### src/rtl/glitch_sweep_seq.sv
// -----------------------------------------------------------------------------
// glitch_sweep_seq
//
// Sweep controller for the clock-glitch core. For every (clkcnt, start, stop)
// combination it clears the core's SPI register, shifts in the 16-bit config
// word, pulses the target reset and watches the target success flag for a
// fixed window. The sweep stops on the first success, holding the parameters
// for readout, or when every combination has been tried.
//
// Parameters:
//   SCK_HALF  MCLK cycles per SCK half-period and per SPI_NRST low pulse
//   RST_CYC   MCLK cycles TGT_NRST is held low per attempt
//   WIN_CYC   MCLK cycles of the observation window after TGT_NRST release
//   CNT_MAX   last clkcnt value swept (0..127)
//
// Ports:
//   MCLK      master clock
//   RST       synchronous active-high reset
//   START     one-cycle pulse, begins a sweep from idle or done
//   HIT       asynchronous target-success level
//   SPI_NRST  glitch core SPI register clear, active low
//   SPI_SCK   glitch core SPI clock
//   SPI_SDI   glitch core SPI data, MSB first
//   TGT_NRST  target reset request, active low
//   CUR_WORD  config word {1, clkcnt[6:0], stop[3:0], start[3:0]}
//   BUSY      sweep in progress
//   DONE      sweep finished
//   FOUND     sweep finished on a success
// -----------------------------------------------------------------------------
module glitch_sweep_seq #(
    parameter int SCK_HALF = 4,
    parameter int RST_CYC  = 64,
    parameter int WIN_CYC  = 65536,
    parameter int CNT_MAX  = 127
) (
    input  logic        MCLK,
    input  logic        RST,
    input  logic        START,
    input  logic        HIT,
    output logic        SPI_NRST,
    output logic        SPI_SCK,
    output logic        SPI_SDI,
    output logic        TGT_NRST,
    output logic [15:0] CUR_WORD,
    output logic        BUSY,
    output logic        DONE,
    output logic        FOUND
);

    localparam int DIV_W   = (SCK_HALF > 1) ? $clog2(SCK_HALF) : 1;
    // TRST and WAIT never overlap, so they share one cycle counter.
    localparam int CYC_MAX = (WIN_CYC > RST_CYC) ? WIN_CYC : RST_CYC;
    localparam int CYC_W   = (CYC_MAX > 1) ? $clog2(CYC_MAX) : 1;

    localparam logic [DIV_W-1:0] DIV_LAST = DIV_W'(SCK_HALF - 1);
    localparam logic [CYC_W-1:0] RST_LAST = CYC_W'(RST_CYC - 1);
    localparam logic [CYC_W-1:0] WIN_LAST = CYC_W'(WIN_CYC - 1);
    localparam logic [6:0]       CNT_LAST = 7'(CNT_MAX);

    typedef enum logic [2:0] {
        S_IDLE, S_CLR, S_SHIFT, S_TRST, S_WAIT, S_STEP, S_DONE
    } state_t;

    state_t           state_q;
    logic [1:0]       hit_sync_q;
    logic [DIV_W-1:0] div_q;
    logic [3:0]       bit_q;
    logic [CYC_W-1:0] cyc_q;
    logic [6:0]       clkcnt_q;
    logic [3:0]       start_q;
    logic [3:0]       stop_q;
    logic             spi_nrst_q, sck_q, sdi_q, tgt_nrst_q;
    logic             busy_q, done_q, found_q;

    logic [6:0]       clkcnt_d;
    logic [3:0]       start_d;
    logic [3:0]       stop_d;
    logic             sweep_end;
    logic [15:0]      cur_word;

    assign cur_word = {1'b1, clkcnt_q, stop_q, start_q};

    // Two-flop synchroniser; only hit_sync_q[1] is ever looked at.
    always_ff @(posedge MCLK) begin
        if (RST) begin
            hit_sync_q <= 2'b00;
        end else begin
            hit_sync_q <= {hit_sync_q[0], HIT};
        end
    end

    // Odometer: stop is the fastest digit, then start, then clkcnt.
    // stop restarts at the new start value so stop >= start always holds.
    always_comb begin
        clkcnt_d  = clkcnt_q;
        start_d   = start_q;
        stop_d    = stop_q;
        sweep_end = 1'b0;
        if (stop_q != 4'hF) begin
            stop_d = stop_q + 4'd1;
        end else if (start_q != 4'hF) begin
            start_d = start_q + 4'd1;
            stop_d  = start_q + 4'd1;
        end else if (clkcnt_q < CNT_LAST) begin
            clkcnt_d = clkcnt_q + 7'd1;
            start_d  = 4'd0;
            stop_d   = 4'd0;
        end else begin
            sweep_end = 1'b1;
        end
    end

    always_ff @(posedge MCLK) begin
        if (RST) begin
            state_q    <= S_IDLE;
            div_q      <= '0;
            bit_q      <= '0;
            cyc_q      <= '0;
            clkcnt_q   <= '0;
            start_q    <= '0;
            stop_q     <= '0;
            spi_nrst_q <= 1'b1;
            sck_q      <= 1'b0;
            sdi_q      <= 1'b0;
            tgt_nrst_q <= 1'b1;
            busy_q     <= 1'b0;
            done_q     <= 1'b0;
            found_q    <= 1'b0;
        end else begin
            case (state_q)
                S_IDLE, S_DONE: begin
                    if (START) begin
                        clkcnt_q   <= '0;
                        start_q    <= '0;
                        stop_q     <= '0;
                        found_q    <= 1'b0;
                        done_q     <= 1'b0;
                        busy_q     <= 1'b1;
                        spi_nrst_q <= 1'b0;
                        div_q      <= '0;
                        state_q    <= S_CLR;
                    end
                end
                S_CLR: begin
                    if (!spi_nrst_q) begin
                        if (div_q == DIV_LAST) begin
                            spi_nrst_q <= 1'b1;
                            div_q      <= '0;
                        end else begin
                            div_q <= div_q + 1'b1;
                        end
                    end else begin
                        // One released cycle done; present the MSB with SCK low.
                        bit_q   <= 4'd15;
                        sdi_q   <= cur_word[15];
                        sck_q   <= 1'b0;
                        div_q   <= '0;
                        state_q <= S_SHIFT;
                    end
                end
                S_SHIFT: begin
                    if (div_q != DIV_LAST) begin
                        div_q <= div_q + 1'b1;
                    end else begin
                        div_q <= '0;
                        if (!sck_q) begin
                            sck_q <= 1'b1;
                        end else begin
                            // Falling SCK edge also advances SDI.
                            sck_q <= 1'b0;
                            if (bit_q == 4'd0) begin
                                sdi_q      <= 1'b0;
                                tgt_nrst_q <= 1'b0;
                                cyc_q      <= '0;
                                state_q    <= S_TRST;
                            end else begin
                                bit_q <= bit_q - 4'd1;
                                sdi_q <= cur_word[bit_q - 4'd1];
                            end
                        end
                    end
                end
                S_TRST: begin
                    if (cyc_q == RST_LAST) begin
                        tgt_nrst_q <= 1'b1;
                        cyc_q      <= '0;
                        state_q    <= S_WAIT;
                    end else begin
                        cyc_q <= cyc_q + 1'b1;
                    end
                end
                S_WAIT: begin
                    if (hit_sync_q[1]) begin
                        found_q <= 1'b1;
                        done_q  <= 1'b1;
                        busy_q  <= 1'b0;
                        state_q <= S_DONE;
                    end else if (cyc_q == WIN_LAST) begin
                        state_q <= S_STEP;
                    end else begin
                        cyc_q <= cyc_q + 1'b1;
                    end
                end
                S_STEP: begin
                    if (sweep_end) begin
                        found_q <= 1'b0;
                        done_q  <= 1'b1;
                        busy_q  <= 1'b0;
                        state_q <= S_DONE;
                    end else begin
                        clkcnt_q   <= clkcnt_d;
                        start_q    <= start_d;
                        stop_q     <= stop_d;
                        spi_nrst_q <= 1'b0;
                        div_q      <= '0;
                        state_q    <= S_CLR;
                    end
                end
                default: state_q <= S_IDLE;
            endcase
        end
    end

    assign SPI_NRST = spi_nrst_q;
    assign SPI_SCK  = sck_q;
    assign SPI_SDI  = sdi_q;
    assign TGT_NRST = tgt_nrst_q;
    assign CUR_WORD = cur_word;
    assign BUSY     = busy_q;
    assign DONE     = done_q;
    assign FOUND    = found_q;

endmodule

### config.mk
export PLATFORM = sky130hd
export DESIGN_NAME = glitch_sweep_seq
export DESIGN_NICKNAME = d
export VERILOG_FILES = /design/src/rtl/glitch_sweep_seq.sv
export SDC_FILE = /design/constraint.sdc
export NUM_CORES = 1
export LEC_CHECK = 0
export ABC_AREA = 1
export CELL_PAD_IN_SITES_DETAIL_PLACEMENT = 1
export CELL_PAD_IN_SITES_GLOBAL_PLACEMENT = 1
export CORE_MARGIN = 2
export CORE_UTILIZATION = 44
export CTS_CLUSTER_DIAMETER = 40
export DETAILED_ROUTE_END_ITERATION = 10
export PLACE_DENSITY = 0.95
export SYNTH_ARGS = -nofsm -noshare
export SYNTH_HDL_FRONTEND = slang
export SYNTH_SLANG_ARGS = --single-unit
### constraint.sdc
create_clock -name MCLK -period 4.2 [get_ports MCLK]
set_input_delay 0.84 -clock MCLK [delete_from_list [all_inputs] [get_ports MCLK]]
set_output_delay 0.84 -clock MCLK [all_outputs]
set_load 0.02 [all_outputs]
# Yosys cells after proc, flatten, opt, wreduce, memory -nomap -nowiden
# Index checks and enable logic that the tools add are counted.
[totals] regBits=49 inputBits=4 out_inout_bits=23 word_cells=150
[classes] n_addsub=6 magnitude_cmp=2 eq_ne=30 muxes=75 reduce_logical=22
[op_table] operator="$mux W16" n=6
[op_table] operator="$pmux W16 S3" n=1
[op_table] operator="$mux W4" n=11
[op_table] operator="$mux W7" n=5
[op_table] operator="$ne A2 B2 Y1 const B" n=16
[op_table] operator="$mux W3" n=9
[op_table] operator="$mux W1" n=24
[op_table] operator="$pmux W4 S2" n=3
[op_table] operator="$pmux W3 S6" n=1
[op_table] operator="$add A16 B1 Y16 const B" n=1
[op_table] operator="$eq A16 B16 Y1 const B" n=1
[op_table] operator="$eq A16 B6 Y1 const B" n=1
[op_table] operator="$reduce_and A5 Y1" n=3
[op_table] operator="$pmux W7 S2" n=1
[op_table] operator="$ne A4 B4 Y1 const B" n=3
[op_table] operator="$pmux W1 S3" n=4
[op_table] operator="$reduce_and A4 Y1" n=3
[op_table] operator="$reduce_and A6 Y1" n=2
[op_table] operator="$mux W2" n=5
[op_table] operator="$eq A3 B3 Y1 const B" n=3
[op_table] operator="$reduce_and A3 Y1" n=3
[op_table] operator="$reduce_bool A3 Y1" n=3
[op_table] operator="$add A4 B1 Y4 const B" n=2
[op_table] operator="$pmux W2 S4" n=1
[op_table] operator="other kinds (17)" n=23

# Longest topological paths before layout
[logic_depth] word_depth=7 mapped_depth=13 ltp_nobuf=13

# Worst setup path after synthesis
# Ideal clock, no wire load.
[synth_timing] kind="input-to-reg" start="in START" end="reg clkcnt_q[1]" setup_time_ps=113 arrival_ps=1575 t_required_ps=4087 setup_slack_ps=2512 cell_stages=9 path_buffers=0 path_cell_list="inv_1 -> nand4_1 -> inv_1 -> nor2_4 -> nand2_4 -> inv_2 -> nand2_1 -> nand2_1 -> nor2_1"
[synth_between] elab_chain_cells=2
[synth_rtl] item="start, declared" line="38" text="input logic START,"
[synth_rtl] item="$ne A2 B2 Y1 (no source line)"
[synth_rtl] item="$reduce_and A6 Y1 (no source line)"
[synth_rtl] item="end signal, assigned" line="211" text="clkcnt_q <= clkcnt_d;"
[synth_rtl] item="end, declared" line="69" text="logic [6:0] clkcnt_q;"
# No other way between the ends.
# A chain may end at the register's enable or synchronous reset.

# Final worst setup path
[layout_timing] start="reg bit_q[0]" end="reg cyc_q[6]"
[layout_between] elab_chain_cells=3
[layout_rtl] item="start, declared" line="67" text="logic [3:0] bit_q;"
[layout_rtl] item="start signal, assigned" line="177" text="bit_q <= bit_q - 4'd1;"
[layout_rtl] item="$logic_not A4 Y1" line="171" text="if (bit_q == 4'd0) begin"
[layout_rtl] item="$ne A2 B2 Y1 (no source line)"
[layout_rtl] item="$reduce_and A6 Y1 (no source line)"
[layout_rtl] item="end signal, assigned" line="189" text="cyc_q <= cyc_q + 1'b1;"
[layout_rtl] item="end signal, assigned" line="201" text="cyc_q <= cyc_q + 1'b1;"
[layout_rtl] item="end, declared" line="68" text="logic [CYC_W-1:0] cyc_q;"
# No other way between the ends.

==> impl_metrics.toml <==
[power_and_ir_drop]
powerDensity_nw_per_um2 = 538
power.leakage_uw = 0.00148
peakVddDrop_mv = 0.245

[grt]
grt_pass1_wl_mm = 16.6
antenna_found_initial = 0
grt_max_degree = 38
grt_pass1_vias = 3567
grt_use_total_pct = 26.6
grt-ovfl-total = 0

[critical_path]
r2r_slack_ns = 1.66
crit_arrival_ns = 2.81
r2r-start = "bit_q[0]$_SDFFE_PP0P_"
worstPathRequired_ns = 4.47
end_kind = "flip-flop"
path_max_fanout = 16
startpoint = "bit_q[0]$_SDFFE_PP0P_"
path_class = "reg2reg"
startpoint_type = "flip-flop"

[sta]
setup_ws_ns = 1.66
setup_tns_ns = 0
clock.fmax_ghz = 0.394
worstMarginPinSlew_ns = 0.729
rsz0062_at_grt = "no"
fin_skew_ns = 0.00894
relSlewSlack_pct = 51.3
final.min_clock_period_ns = 2.54
setup_viol = 0
hold_viol = 0
final-max-slew-violation-count = 0
fin_crit_sh_pct = 60.5

[clock_network]
ctsHoldBuffers = 0
htreeDepth = 2
post_cts_resize_count = 0
clk_path_buf_depth = 2
cts.reportedPaths.clkPinSlew_ns = 0.10
numCtsBuffers = 5
cts_setup_buffers = 0
root_buffer = "clkbuf_8"
clkSinkCount = 49
cts_tree = "done"
clkLatencyLatePin_ns = 0.32

[drt]
drtPass1Iterations = 5
drt_iter0_drc = 145
wl_per_cell_microns = 15.8
antenna_left = 0
drt-total-wl_mm = 10.0
avgViaCountPerCell = 5.46
vias = 3458
drc = 0

[synthesis]
synth_warnings = 0
yosys.area.top_type = "dfxtp_1"
synth_ff_type = "dfxtp_1"
ys_seq_area_share_pct = 30.9
synth.ff_latch_count = 49
netlist_area_sq_um = 3180
yosys.cell_types.count = 34
synthCells = 512
synth_edf_count = 0
avgSynthCellArea_sq_um = 6.21
async_flop_share_pct = 0
synth_top_cell_area_share_pct = 30.9
synth.net_count = 522
netlist_top_cells_area = "dfxtp_1 31%, nand2_1 17%, nand3_1 9.0%"

[layout]
antenna_cells = 0
fill_cells = 961
fin_nets = 546
drive_gt1_share_pct = 7.45
syn_to_final_growth_pct = 13.8

[min_path]
hold_path.class = "reg2reg"
hold_start = "hit_sync_q[0]$_SDFF_PP0_"

[floorplanning]
die_area_sq_um = 7920
row_count = 30
die_w_microns = 89.0
core_sq_um = 6910
io_pins = 27
die_h_microns = 89.0
initial_utilization_pct = 46.0

[run_status]
run_status = "finished, final reports clean"

[placed_design]
gp_congestion = 0.862
dpl.hpwl_mm = 7.57
post-place-ws_ns = 1.66
port_buffers = 25

[job]
cap_violations = 0
critical path, stage by stage, from the launching register on:
cell and delay [ns]:
dfxtp_1 0.43, clkinv_1 0.19, ha_1 0.20, inv_1 0.05, nor2_1 0.21, nand3b_1 0.19
nand2_2 0.13, nand3_2 0.09, nor2_2 0.59, nand2_1 0.16, nand2_1 0.10, nand2_1 0.05
nor2_1 0.08
layout make-up:
type	instances	area, sq um	share of cell area [%]
Inverter	57	214	5.92
Timing Repair Buffer	26	258	7.13
Tap cell	96	120	3.32
Multi-Input combinational cell	397	1920	53.2
Clock buffer	6	82.6	2.28
Clock inverter	2	37.5	1.04
Sequential cell	49	981	27.1
worst paths after layout:
kind | to | cells after the start
max | cyc_q[6]$_SDFFE_PP0P_ | 12
min | hit_sync_q[1]$_SDFF_PP0_ | 2
max reg2reg | cyc_q[6]$_SDFFE_PP0P_ | 12
min reg2reg | hit_sync_q[1]$_SDFF_PP0_ | 2
per-layer routing:
metal	vias to the layer above	part of all wire [%]	global-route usage (%)
met2	69	51	48.3
met5	-	0	0
met3	19	3.8	4.16
li1	1695	-	-
met1	1675	43	31.1
met4	0	2.3	10.7
state kept, by name, indices dropped and copies added (netlist names):
name        cells
FOUND           1
div_q           2
clkcnt_q        7
BUSY            1
bit_q           4
SPI_SDI         1
SPI_NRST        1
cyc_q          16
DONE            1
stop_q          4
state_q         3
TGT_NRST        1
hit_sync_q      2
SPI_SCK         1
start_q         4
synthesized netlist by cell type (2+ instances only):
master	count
a21oi_1	42
a31oi_1	2
buf_6	3
clkbuf_1	4
clkinv_1	2
dfxtp_1	49
ha_1	6
inv_1	51
inv_2	4
nand2_1	147
nand2_2	9
nand2_4	2
nand3_1	57
nand3_2	5
nand3b_1	4
nand4_1	9
nor2_1	68
nor2_2	7
nor2_4	2
nor3_1	4
o21ai_0	12
o21bai_1	4
xnor2_1	2
xor2_1	7
cells by family (layout without fill, tap and decap cells):
| family | Yosys count | after routing | share of synthesized area, % |
|---|---|---|---|
| AOI/OAI and AO/OA | 65 | 65 | 11.3 |
| xor gates and xnor gates | 9 | 9 | 2.48 |
| adders and majority gates | 6 | 6 | 2.36 |
| buffers and inverters | 66 | 91 | 8.62 |
| DFF | 49 | 49 | 30.9 |
| other | 1 | 1 | 0.118 |
| and+or+nand+nor | 316 | 316 | 44.3 |
where the power goes:
| group | leakage, uW | internal, uW | switching [uW] | total (uW) |
|---|---|---|---|---|
| logic | 0.00102 | 311 | 644 | 955 |
| registers | 0.000398 | 534 | 87.9 | 622 |
| clock network | 0.0000574 | 194 | 173 | 367 |
per-stage QoR:
step | util [%] | total power, uW | hold slack, ns | cells | cell area (sq um)
after floorplan | - | 1300 | 0.388 | 512 | 3180
after global placement | 50.6 | 1520 | 0.393 | 625 | 3500
after detailed placement | 50.6 | 1570 | 0.407 | 625 | 3500
after CTS | 52.4 | 1940 | 0.421 | 633 | 3620
after global routing | 52.4 | 2080 | 0.429 | 633 | 3620
final | 52.4 | 1940 | 0.418 | 633 | 3620
cells in the final DEF, fill, tap and decap left out, types with 2 or more instances in the layout:
cell,Yosys,layout
nand3_1,57,57
o21bai_1,4,4
nor2_1,68,68
ha_1,6,6
inv_2,4,4
clkdlybuf4s50_1,0,25
nand2_2,9,9
clkinv_1,2,2
nand3b_1,4,4
inv_1,51,51
o21ai_0,12,12
a31oi_1,2,2
nor2_4,2,2
nand2_1,147,147
xnor2_1,2,2
dfxtp_1,49,49
nor3_1,4,4
nand3_2,5,5
a21oi_1,42,42
clkbuf_8,0,6
nor2_2,7,7
xor2_1,7,7
nand2_4,2,2
nand4_1,9,9
No activity file was read; power rests on OpenSTA's default activity.
